### src/rtl/cpu_pkg.sv
// Shared control-path types: FSM states, mux selects, trap causes and the
// decoded instruction-class register layout.
package cpu_pkg;

  typedef enum logic [2:0] {
    ST_FETCH,
    ST_IMEM_WAIT,
    ST_DECODE,
    ST_EXECUTE,
    ST_MEM_REQ,
    ST_MEM_WAIT,
    ST_WRITEBACK,
    ST_TRAP
  } state_t;

  typedef enum logic [1:0] {
    WB_ALU,
    WB_MEM,
    WB_PC_PLUS_4,
    WB_IMM
  } wb_sel_t;

  typedef enum logic [1:0] {
    PC_PLUS_4,
    PC_BRANCH_TARGET,
    PC_JAL_TARGET,
    PC_JALR_TARGET
  } pc_sel_t;

  typedef enum logic [1:0] {
    CAUSE_ILLEGAL,
    CAUSE_ENVIRONMENT,
    CAUSE_IMEM_TIMEOUT,
    CAUSE_DMEM_TIMEOUT
  } trap_cause_t;

  typedef struct packed {
    logic register_arith;
    logic immediate_arith;
    logic load;
    logic store;
    logic branch;
    logic immediate_jump;
    logic register_jump;
    logic load_upper;
    logic load_upper_pc;
    logic environment;
  } class_t;

  // True when exactly one instruction-class flag is set.
  function automatic logic exactly_one(input class_t c);
    logic [9:0]  v;
    int unsigned n;
    v = c;
    n = 0;
    for (int unsigned i = 0; i < 10; i++) begin
      n = n + 32'(v[i]);
    end
    return (n == 1);
  endfunction

endpackage

### src/rtl/wait_timer.sv
// Cycle counter for handshake waits; expires on the LIMIT-th enabled cycle.
module wait_timer #(
  parameter int unsigned LIMIT = 255
) (
  input  logic clk,
  input  logic rst,
  input  logic clear,
  input  logic enable,
  output logic expired
);

  localparam int unsigned W = (LIMIT > 1) ? $clog2(LIMIT) : 1;

  logic [W-1:0] count;

  // Count enabled cycles, restart whenever the owning FSM changes state.
  always_ff @(posedge clk or posedge rst) begin
    if (rst) begin
      count <= '0;
    end else if (clear) begin
      count <= '0;
    end else if (enable && !expired) begin
      count <= count + W'(1);
    end
  end

  assign expired = enable && (count == W'(LIMIT - 1));

endmodule

### src/rtl/control_unit.sv
// Multi-cycle control FSM: fetch/decode/execute/memory/writeback sequencing,
// handshake timeouts, sticky traps and a retired-instruction counter.
module control_unit
  import cpu_pkg::*;
#(
  parameter int unsigned WAIT_LIMIT  = 255,
  parameter int unsigned COUNT_WIDTH = 32
) (
  input  logic                   clk,
  input  logic                   rst,
  output logic                   imem_req_valid,
  input  logic                   imem_req_ready,
  input  logic                   imem_resp_valid,
  output logic                   ir_load,
  input  logic                   register_arith,
  input  logic                   immediate_arith,
  input  logic                   load,
  input  logic                   store,
  input  logic                   branch,
  input  logic                   immediate_jump,
  input  logic                   register_jump,
  input  logic                   load_upper,
  input  logic                   load_upper_pc,
  input  logic                   environment,
  input  logic                   opcode_valid,
  input  logic                   branch_taken,
  output logic                   dmem_req_valid,
  output logic                   dmem_req_write,
  input  logic                   dmem_req_ready,
  input  logic                   dmem_resp_valid,
  output logic                   alu_src_imm,
  output logic                   alu_a_pc,
  output logic                   reg_write_enable,
  output logic [1:0]             wb_sel,
  output logic                   pc_write,
  output logic [1:0]             pc_sel,
  output logic                   trap,
  output logic [1:0]             trap_cause,
  output logic [COUNT_WIDTH-1:0] instret
);

  state_t                 state, next_state;
  class_t                 cls, class_in;
  trap_cause_t            cause_q, next_cause;
  logic                   trap_q;
  logic [COUNT_WIDTH-1:0] instret_q;

  logic        in_wait, expired;
  logic        imem_req_c, ir_load_c, dmem_req_c, dmem_write_c;
  logic        src_imm_c, a_pc_c, rwe_c, pc_write_c;
  wb_sel_t     wb_sel_c;
  pc_sel_t     pc_sel_c;

  assign class_in = {register_arith, immediate_arith, load, store, branch,
                     immediate_jump, register_jump, load_upper, load_upper_pc,
                     environment};

  assign in_wait = (state == ST_FETCH) || (state == ST_IMEM_WAIT) ||
                   (state == ST_MEM_REQ) || (state == ST_MEM_WAIT);

  wait_timer #(.LIMIT(WAIT_LIMIT)) u_wait_timer (
    .clk     (clk),
    .rst     (rst),
    .clear   (next_state != state),
    .enable  (in_wait),
    .expired (expired)
  );

  // Next-state and output decode. Outputs are decoded from the registered
  // state (plus the handshake input where the same-cycle response matters,
  // e.g. ir_load), so they stay glitch-free with respect to FSM state.
  always_comb begin
    next_state   = state;
    next_cause   = cause_q;
    imem_req_c   = 1'b0;
    ir_load_c    = 1'b0;
    dmem_req_c   = 1'b0;
    dmem_write_c = 1'b0;
    src_imm_c    = 1'b0;
    a_pc_c       = 1'b0;
    rwe_c        = 1'b0;
    pc_write_c   = 1'b0;
    wb_sel_c     = WB_ALU;
    pc_sel_c     = PC_PLUS_4;
    unique case (state)
      ST_FETCH: begin
        imem_req_c = 1'b1;
        if (imem_req_ready) begin
          next_state = ST_IMEM_WAIT;
        end else if (expired) begin
          next_state = ST_TRAP;
          next_cause = CAUSE_IMEM_TIMEOUT;
        end
      end
      ST_IMEM_WAIT: begin
        if (imem_resp_valid) begin
          ir_load_c  = 1'b1;
          next_state = ST_DECODE;
        end else if (expired) begin
          next_state = ST_TRAP;
          next_cause = CAUSE_IMEM_TIMEOUT;
        end
      end
      ST_DECODE: begin
        if (!opcode_valid || !exactly_one(class_in)) begin
          next_state = ST_TRAP;
          next_cause = CAUSE_ILLEGAL;
        end else if (class_in.environment) begin
          next_state = ST_TRAP;
          next_cause = CAUSE_ENVIRONMENT;
        end else begin
          next_state = ST_EXECUTE;
        end
      end
      ST_EXECUTE: begin
        src_imm_c = cls.immediate_arith | cls.load | cls.store | cls.register_jump;
        a_pc_c    = cls.load_upper_pc;
        if (cls.load || cls.store) begin
          next_state = ST_MEM_REQ;
        end else if (cls.branch) begin
          pc_write_c = 1'b1;
          pc_sel_c   = branch_taken ? PC_BRANCH_TARGET : PC_PLUS_4;
          next_state = ST_FETCH;
        end else begin
          rwe_c      = 1'b1;
          pc_write_c = 1'b1;
          next_state = ST_FETCH;
          if (cls.load_upper) begin
            wb_sel_c = WB_IMM;
          end else if (cls.immediate_jump || cls.register_jump) begin
            wb_sel_c = WB_PC_PLUS_4;
          end
          if (cls.immediate_jump) begin
            pc_sel_c = PC_JAL_TARGET;
          end else if (cls.register_jump) begin
            pc_sel_c = PC_JALR_TARGET;
          end
        end
      end
      ST_MEM_REQ: begin
        dmem_req_c   = 1'b1;
        dmem_write_c = cls.store;
        if (dmem_req_ready) begin
          next_state = ST_MEM_WAIT;
        end else if (expired) begin
          next_state = ST_TRAP;
          next_cause = CAUSE_DMEM_TIMEOUT;
        end
      end
      ST_MEM_WAIT: begin
        if (dmem_resp_valid) begin
          if (cls.load) begin
            next_state = ST_WRITEBACK;
          end else begin
            pc_write_c = 1'b1;
            next_state = ST_FETCH;
          end
        end else if (expired) begin
          next_state = ST_TRAP;
          next_cause = CAUSE_DMEM_TIMEOUT;
        end
      end
      ST_WRITEBACK: begin
        rwe_c      = 1'b1;
        wb_sel_c   = WB_MEM;
        pc_write_c = 1'b1;
        next_state = ST_FETCH;
      end
      ST_TRAP: begin
        next_state = ST_TRAP;
      end
    endcase
  end

  // State, class register, trap status and retired-instruction counter.
  always_ff @(posedge clk or posedge rst) begin
    if (rst) begin
      state     <= ST_FETCH;
      cls       <= '0;
      trap_q    <= 1'b0;
      cause_q   <= CAUSE_ILLEGAL;
      instret_q <= '0;
    end else begin
      state <= next_state;
      if (state == ST_DECODE) begin
        cls <= class_in;
      end
      trap_q <= (next_state == ST_TRAP);
      if (state != ST_TRAP && next_state == ST_TRAP) begin
        cause_q <= next_cause;
      end
      instret_q <= instret_q + COUNT_WIDTH'(pc_write_c);
    end
  end

  // Strobes are gated by rst so they read 0 while reset is held.
  assign imem_req_valid   = imem_req_c & ~rst;
  assign ir_load          = ir_load_c & ~rst;
  assign dmem_req_valid   = dmem_req_c & ~rst;
  assign dmem_req_write   = dmem_write_c & ~rst;
  assign reg_write_enable = rwe_c & ~rst;
  assign pc_write         = pc_write_c & ~rst;
  assign alu_src_imm      = src_imm_c;
  assign alu_a_pc         = a_pc_c;
  assign wb_sel           = wb_sel_c;
  assign pc_sel           = pc_sel_c;
  assign trap             = trap_q;
  assign trap_cause       = cause_q;
  assign instret          = instret_q;

endmodule

### config.mk
export PLATFORM = sky130hd
export DESIGN_NAME = control_unit
export DESIGN_NICKNAME = d
export VERILOG_FILES = /design/src/rtl/cpu_pkg.sv /design/src/rtl/wait_timer.sv /design/src/rtl/control_unit.sv
export SDC_FILE = /design/constraint.sdc
export NUM_CORES = 1
export LEC_CHECK = 0
export ABC_AREA = 1
export CORE_MARGIN = 3
export CORE_UTILIZATION = 40
export DETAILED_ROUTE_END_ITERATION = 10
export GPL_TIMING_DRIVEN = 0
export PLACE_DENSITY_LB_ADDON = 0.2
export SKIP_LAST_GASP = 1
export SLEW_MARGIN = 20
export SYNTH_ARGS = -nofsm -noshare
export SYNTH_HDL_FRONTEND = slang
export SYNTH_SLANG_ARGS = --single-unit
### constraint.sdc
create_clock -name clk -period 2.65 [get_ports clk]
set_input_delay 0.53 -clock clk [delete_from_list [all_inputs] [get_ports clk]]
set_output_delay 0.53 -clock clk [all_outputs]
set_load 0.01 [all_outputs]
; Word-level counts from Yosys, hierarchy flattened
; Cells that the tools add are included.
[totals]
reg_bits = 54
wordCells = 113
[classes]
n_reduce_logical = 16
bitwise = 10
addsub = 11
eq_ne = 17
muxes = 46
[op_table]
columns = cell, count
row1 = 2-to-1 mux 2 bit, 17
row2 = adder 32 x 1 -> 32 bit, 1
row3 = 2-to-1 mux 3 bit, 9
row4 = case mux 3 bit (8 select lines), 1
row5 = 2-to-1 mux 8 bit, 2
row6 = "== test 3 bit, second input constant", 5
row7 = 2-to-1 mux 1 bit, 13
row8 = adder 9 x 1 -> 10 bit, 1
row9 = "== test 10 x 1 -> 1 bit, second input constant", 1
row10 = case mux 2 bit (5 select lines), 1
row11 = adder 8 x 1 -> 9 bit, 1
row12 = adder 7 x 1 -> 8 bit, 1
row13 = "adder 8 x 1 -> 8 bit, second input constant", 1
row14 = "== test 8 bit, second input constant", 1
row15 = "!= test 2 bit, second input constant", 4
row16 = adder 6 x 1 -> 7 bit, 1
row17 = AND reduction 7 bit, 1
row18 = adder 5 x 1 -> 6 bit, 1
row19 = bitwise AND 1 bit, 6
row20 = "== test 3 x 2 -> 1 bit, second input constant", 2
row21 = logical OR 1 bit, 6
row22 = "!= test 3 bit, second input constant", 2
row23 = adder 4 x 1 -> 5 bit, 1
row24 = nonzero test 5 bit, 1
row25 = other kinds (14), 20

; Depth between registers and ports, before layout
[depth]
word_depth = 17
mapped_depth = 17

; By module
; A second synthesis with hierarchy kept.
[unflattened]
hier_cells = 430
hier_area_um2 = 3333.2
[by_module_without_submodules]
columns = mod, cells_each, n_inst, area_each_um2
row1 = control_unit, 354, 1, 2801.4
row2 = wait_timer, 76, 1, 531.8

; Worst setup path before layout
; Ideal clock, no wire load.
[synth_path]
path_kind = input to register
start = in register_arith
end = reg trap_q, in the netlist trap
required_time_ns = 2.527
t_arrival_ns = 3.281
setup_slack_ns = -0.754
cell_stages = 15
n_path_buf = 0
cell_sequence = fa_1 -> fa_1 -> inv_1 -> fa_1 -> inv_1 -> ha_1 -> inv_1 -> fa_1 -> nand3_1 -> nor2_1 -> nand2_1 -> nor2_1 -> o21ai_0 -> a21oi_1 -> nor3_1
[synth_via]
elab_chain_len = 7
[synth_lines]
columns = element, line_no
row1 = start: declaration, control_unit.sv:15  ; input logic register_arith,
row2 = adder 9 x 1 -> 10 bit, cpu_pkg.sv:57  ; n = n + 32'(v[i]);
row3 = == test 10 x 1 -> 1 bit, cpu_pkg.sv:59  ; return (n == 1);
row4 = zero test 1 bit, control_unit.sv:105  ; if (!opcode_valid || !exactly_one(class_in)) begin
row5 = logical OR 1 bit, control_unit.sv:105
row6 = 2-to-1 mux 3 bit, control_unit.sv:105
row7 = case mux 3 bit (8 select lines), control_unit.sv:85  ; unique case (state)
row8 = == test 3 bit, control_unit.sv:188  ; trap_q <= (next_state == ST_TRAP);
row9 = end signal: assignment, control_unit.sv:188
row10 = end: declaration, control_unit.sv:45  ; logic trap_q;
; Every way passes these cells.
; A chain may end at the register's enable or synchronous reset.

; Worst setup path in the final report
[layout_path]
start = in store
end = reg state[2]
[layout_via]
elab_chain_len = 9
[layout_lines]
columns = element, line_no
row1 = start: declaration, control_unit.sv:18  ; input logic store,
row2 = adder 6 x 1 -> 7 bit, cpu_pkg.sv:57
row3 = adder 7 x 1 -> 8 bit, cpu_pkg.sv:57
row4 = adder 8 x 1 -> 9 bit, cpu_pkg.sv:57
row5 = adder 9 x 1 -> 10 bit, cpu_pkg.sv:57
row6 = == test 10 x 1 -> 1 bit, cpu_pkg.sv:59
row7 = zero test 1 bit, control_unit.sv:105
row8 = logical OR 1 bit, control_unit.sv:105
row9 = 2-to-1 mux 3 bit, control_unit.sv:105
row10 = case mux 3 bit (8 select lines), control_unit.sv:85
row11 = net next_state[2], control_unit.sv:42  ; state_t state, next_state;
row12 = end signal: assignment, control_unit.sv:184  ; state <= next_state;
row13 = end: declaration, control_unit.sv:42
; The timed path passes the listed nets, and every way through them passes these cells.

==> key figures <==
Routing
  • WL final: between 7 and 8 mm
  • Met3 routed WL: roughly 300 microns
  • WL met2: approximately 3.6 mm
  • DRT Pass-1 Iters: 4
  • Met1 wire length: approximately 3.2 mm
  • Final ANT Viol Nets: 0
  • DR top layer: met4
  • WL/cell: about 13 microns
  • Via density: around 4.8
  • Via count: 2727
  • Residual DRC count: 0
  • Drt first-iter violations: 100

Setup path
  • R2R cell count: 15
  • End point of the critical path: state[2]
  • Endpoint class of the critical path: register
  • Worst reg-to-reg setup slack: 0.05 ns
  • Highest net fanout along the worst path: 2
  • CP Class: in2reg
  • Setup crit start kind: input pin
  • Worst path most repeated cell: fa_1
  • R2R Path Start: state[2]
  • Cell Chain, Critical Path: buf_6, fa_1, fa_1, inv_1, fa_1, inv_1, ha_2, inv_2, fa_1, nand3_1, nor2_1, nand2_2, nor2_4, o21ai_2, a21oi_2, nor2_1
  • CP max-delay cell: fa_1
  • Setup crit start: store
  • Reg-to-reg endpoint: instret[24]
  • Crit path arrival time: between 3 and 4 ns
  • CP required: ~2.8 ns
  • CP Buf/Inv Count: 4
  • Critical path depth: 16
  • CP peak stage delay: roughly 0.52 ns
  • CP top delay family: adder cells

GRT
  • Gr usage total: 0.175
  • Gr ovfl total: 0
  • Initial antenna violation count: 0
  • First-pass GRT wire length: 12.6 mm
  • Largest net degree at the start of global routing: 55
  • Vias in the first global route: approximately 2800

Power
  • Pleak: around 0.0019 uW
  • P_int: between 1500 and 2000 uW
  • Fraction of power consumed by the clock network: 0.171
  • Sw power: 1330 uW
  • Worst vdd ir: around 0.58 mV
  • Sequential share of power: 0.364
  • Comb power frac: 0.465
  • Power Dens Cells: approximately 770 mW/mm^2
  • Sw Share: 0.416

Hold path
  • Worst hold path type: in2reg

Layout
  • Share of layout cells above drive strength 1: 0.163
  • Area grow syn2layout: 29.5%
  • Number of diodes: 0
  • Nets: between 400 and 500

Placement
  • Setup WS pre-CTS: -1.62 ns
  • Post-DP HPWL: between 5 and 6 mm
  • Placer congestion estimate: 0.910
  • PortBufs: 64

Clocking
  • CTS Hold Bufs: 0
  • TritonCTS Buffers: 5
  • Clock latency on the worst-skew pair: 0.32 ns
  • Htree depth: 2
  • Clock buffer depth: 2
  • Root buf cell: clkbuf_8
  • Clk sink count: 54
  • CTS tree: built
  • CTS clk-pin slew, worst paths: 0.10 ns

Die
  • Rows: 32
  • Core ar.: about 0.008 sq mm
  • Die W: 95.7 microns
  • I/O Pins: 65
  • Starting Density: 0.414
  • Die Area: just over 0.009 sq mm
  • Die Ht: around 96 microns

STA
  • Post-route setup slack: -0.791 ns
  • Max Slew Vio Count: 0
  • RSZ-0062 raised after global routing: true
  • Final setup violation count: 8
  • Final setup TNS: -3.65 ns
  • Clock skew: 0.0176 ns
  • Worst Tran Pin Value: 0.661 ns
  • Endpoints failing hold: 0
  • Final min period: approximately 3.4 ns
  • Relative slew slack: 0.560
  • Final worst path period share: 1.30
  • Maximum clock rate: between 200 and 300 MHz

Logic synthesis
  • Count leader, synth: nand2_1
  • Number of synthesized flops with an enable pin: 0
  • Post-Syn Instances: 391
  • Async SR Flop Fraction: 1.00
  • Library cells used by synthesis: 32
  • Sequential-to-total area share from yosys stat: 0.420
  • Ys Warns: 0
  • Area contributors post-synth: dfrtp_1 (42%), nand2_1 (9.9%), inv_1 (5.5%)
  • Ys flop type: dfrtp_1
  • List of most frequent post-synthesis cells: nand2_1 (85), dfrtp_1 (54), inv_1 (47), nor2_1 (41), xor2_1 (20)
  • Synth top area share: 0.420
  • Leading area contributor after synthesis: dfrtp_1
  • FF+latch count, synth: 54
  • Post-Syn Area per Cell: approximately 8.2 sq um
  • Syn nets: around 420
  • Mapped Area: roughly 0.0032 sq mm

Run status
  • Run status: complete, but fails checks
  • Failing checks: negative setup slack

Run
  • # Max-Cap Violations: 0
-- worst min-delay path, delay by kind of cell --
kind                   cells  cell delay (ns)
AOI/OAI and AO/OA          1             0.06
buffers and inverters      1             0.08
and+or+nand+nor            1             0.04
-- placed cells by master, fill, tap and decap left out, drive strengths merged, types with 5 or more instances in the layout --
cell	count
nand4	9
clkbuf	5
nand2	99
xor2	20
fa	6
xnor2	16
inv	53
o21ai	10
nor3	18
nor4	6
a21oi	7
ha	6
buf	11
nand3	22
clkdlybuf4s50	58
dfrtp	54
nor2	58
-- sequential cells by signal (all words and copies together), names as in the netlist --
| signal | cells |
|---|---|
| trap_cause | 2 |
| instret | 32 |
| cls | 8 |
| trap | 1 |
| u_wait_timer.count | 8 |
| state | 3 |
-- per-stage QoR --
step | total power (uW) | util | std cells | cell area (sq um) | hold slack, ns
final | 3200 | 0.537 | 567 | 4170 | 0.421
after floorplan | 2120 | - | 391 | 3220 | 0.444
after detailed placement | 2600 | 0.514 | 557 | 4000 | 0.472
after global routing | 3480 | 0.537 | 567 | 4170 | 0.426
after global placement | 2580 | 0.514 | 557 | 3990 | 0.464
after CTS | 3210 | 0.533 | 566 | 4140 | 0.421
-- metal layers --
metal  up-vias  global-route usage
met3        15              0.0281
met1      1262               0.228
met2        65               0.293
met5         -                   0
li1       1385                   -
met4         0              0.0628
-- kinds of logic after synthesis --
family	count (synthesis)	synth area share
AOI/OAI and AO/OA	21	0.0350
xor gates and xnor gates	36	0.0979
adders and majority gates	12	0.0606
buffers and inverters	55	0.0665
DFF	54	0.420
and+or+nand+nor	213	0.320
-- what timing repair did --
item | in CTS | in global routing
pin swaps | 13 | 13
endpoints found under the setup margin | 11 | 15
resized for setup | 42 | 4
hold endpoints to repair | 0 | 0
setup buffers | 2 | 1
-- final cells by class --
cell class | instances | area, sq um
plain buffers | 2 | 12.5
clock buffers | 5 | 68.8
clock inverters | 2 | 38.8
fillers | 751 | 3600
inverters | 53 | 206
multi-input cells | 282 | 1710
flip-flops and latches | 54 | 1350
well taps | 102 | 128
repair buffers | 67 | 658
-- worst min path at each step --
stage	cells after the start	endpoint	slack, ns	startpoint
after global placement	2	cls[8]	0.46	cls[8]
final	3	cls[4]	0.42	immediate_jump
after CTS	3	cls[4]	0.42	immediate_jump
after detailed placement	1	instret[31]	0.47	instret[31]
after global routing	3	cls[6]	0.43	store
after floorplan	2	cls[8]	0.44	cls[8]
-- power groups by stage --
stage	logic [uW]	clock network, uW	registers (uW)
2_1_floorplan	937	0	1180
3_3_place_gp	1400	0	1180
3_5_place_dp	1420	0	1180
4_1_cts	1490	559	1160
5_1_grt	1700	595	1190
6_report	1490	547	1160
Power figures use the tool's default switching activity.
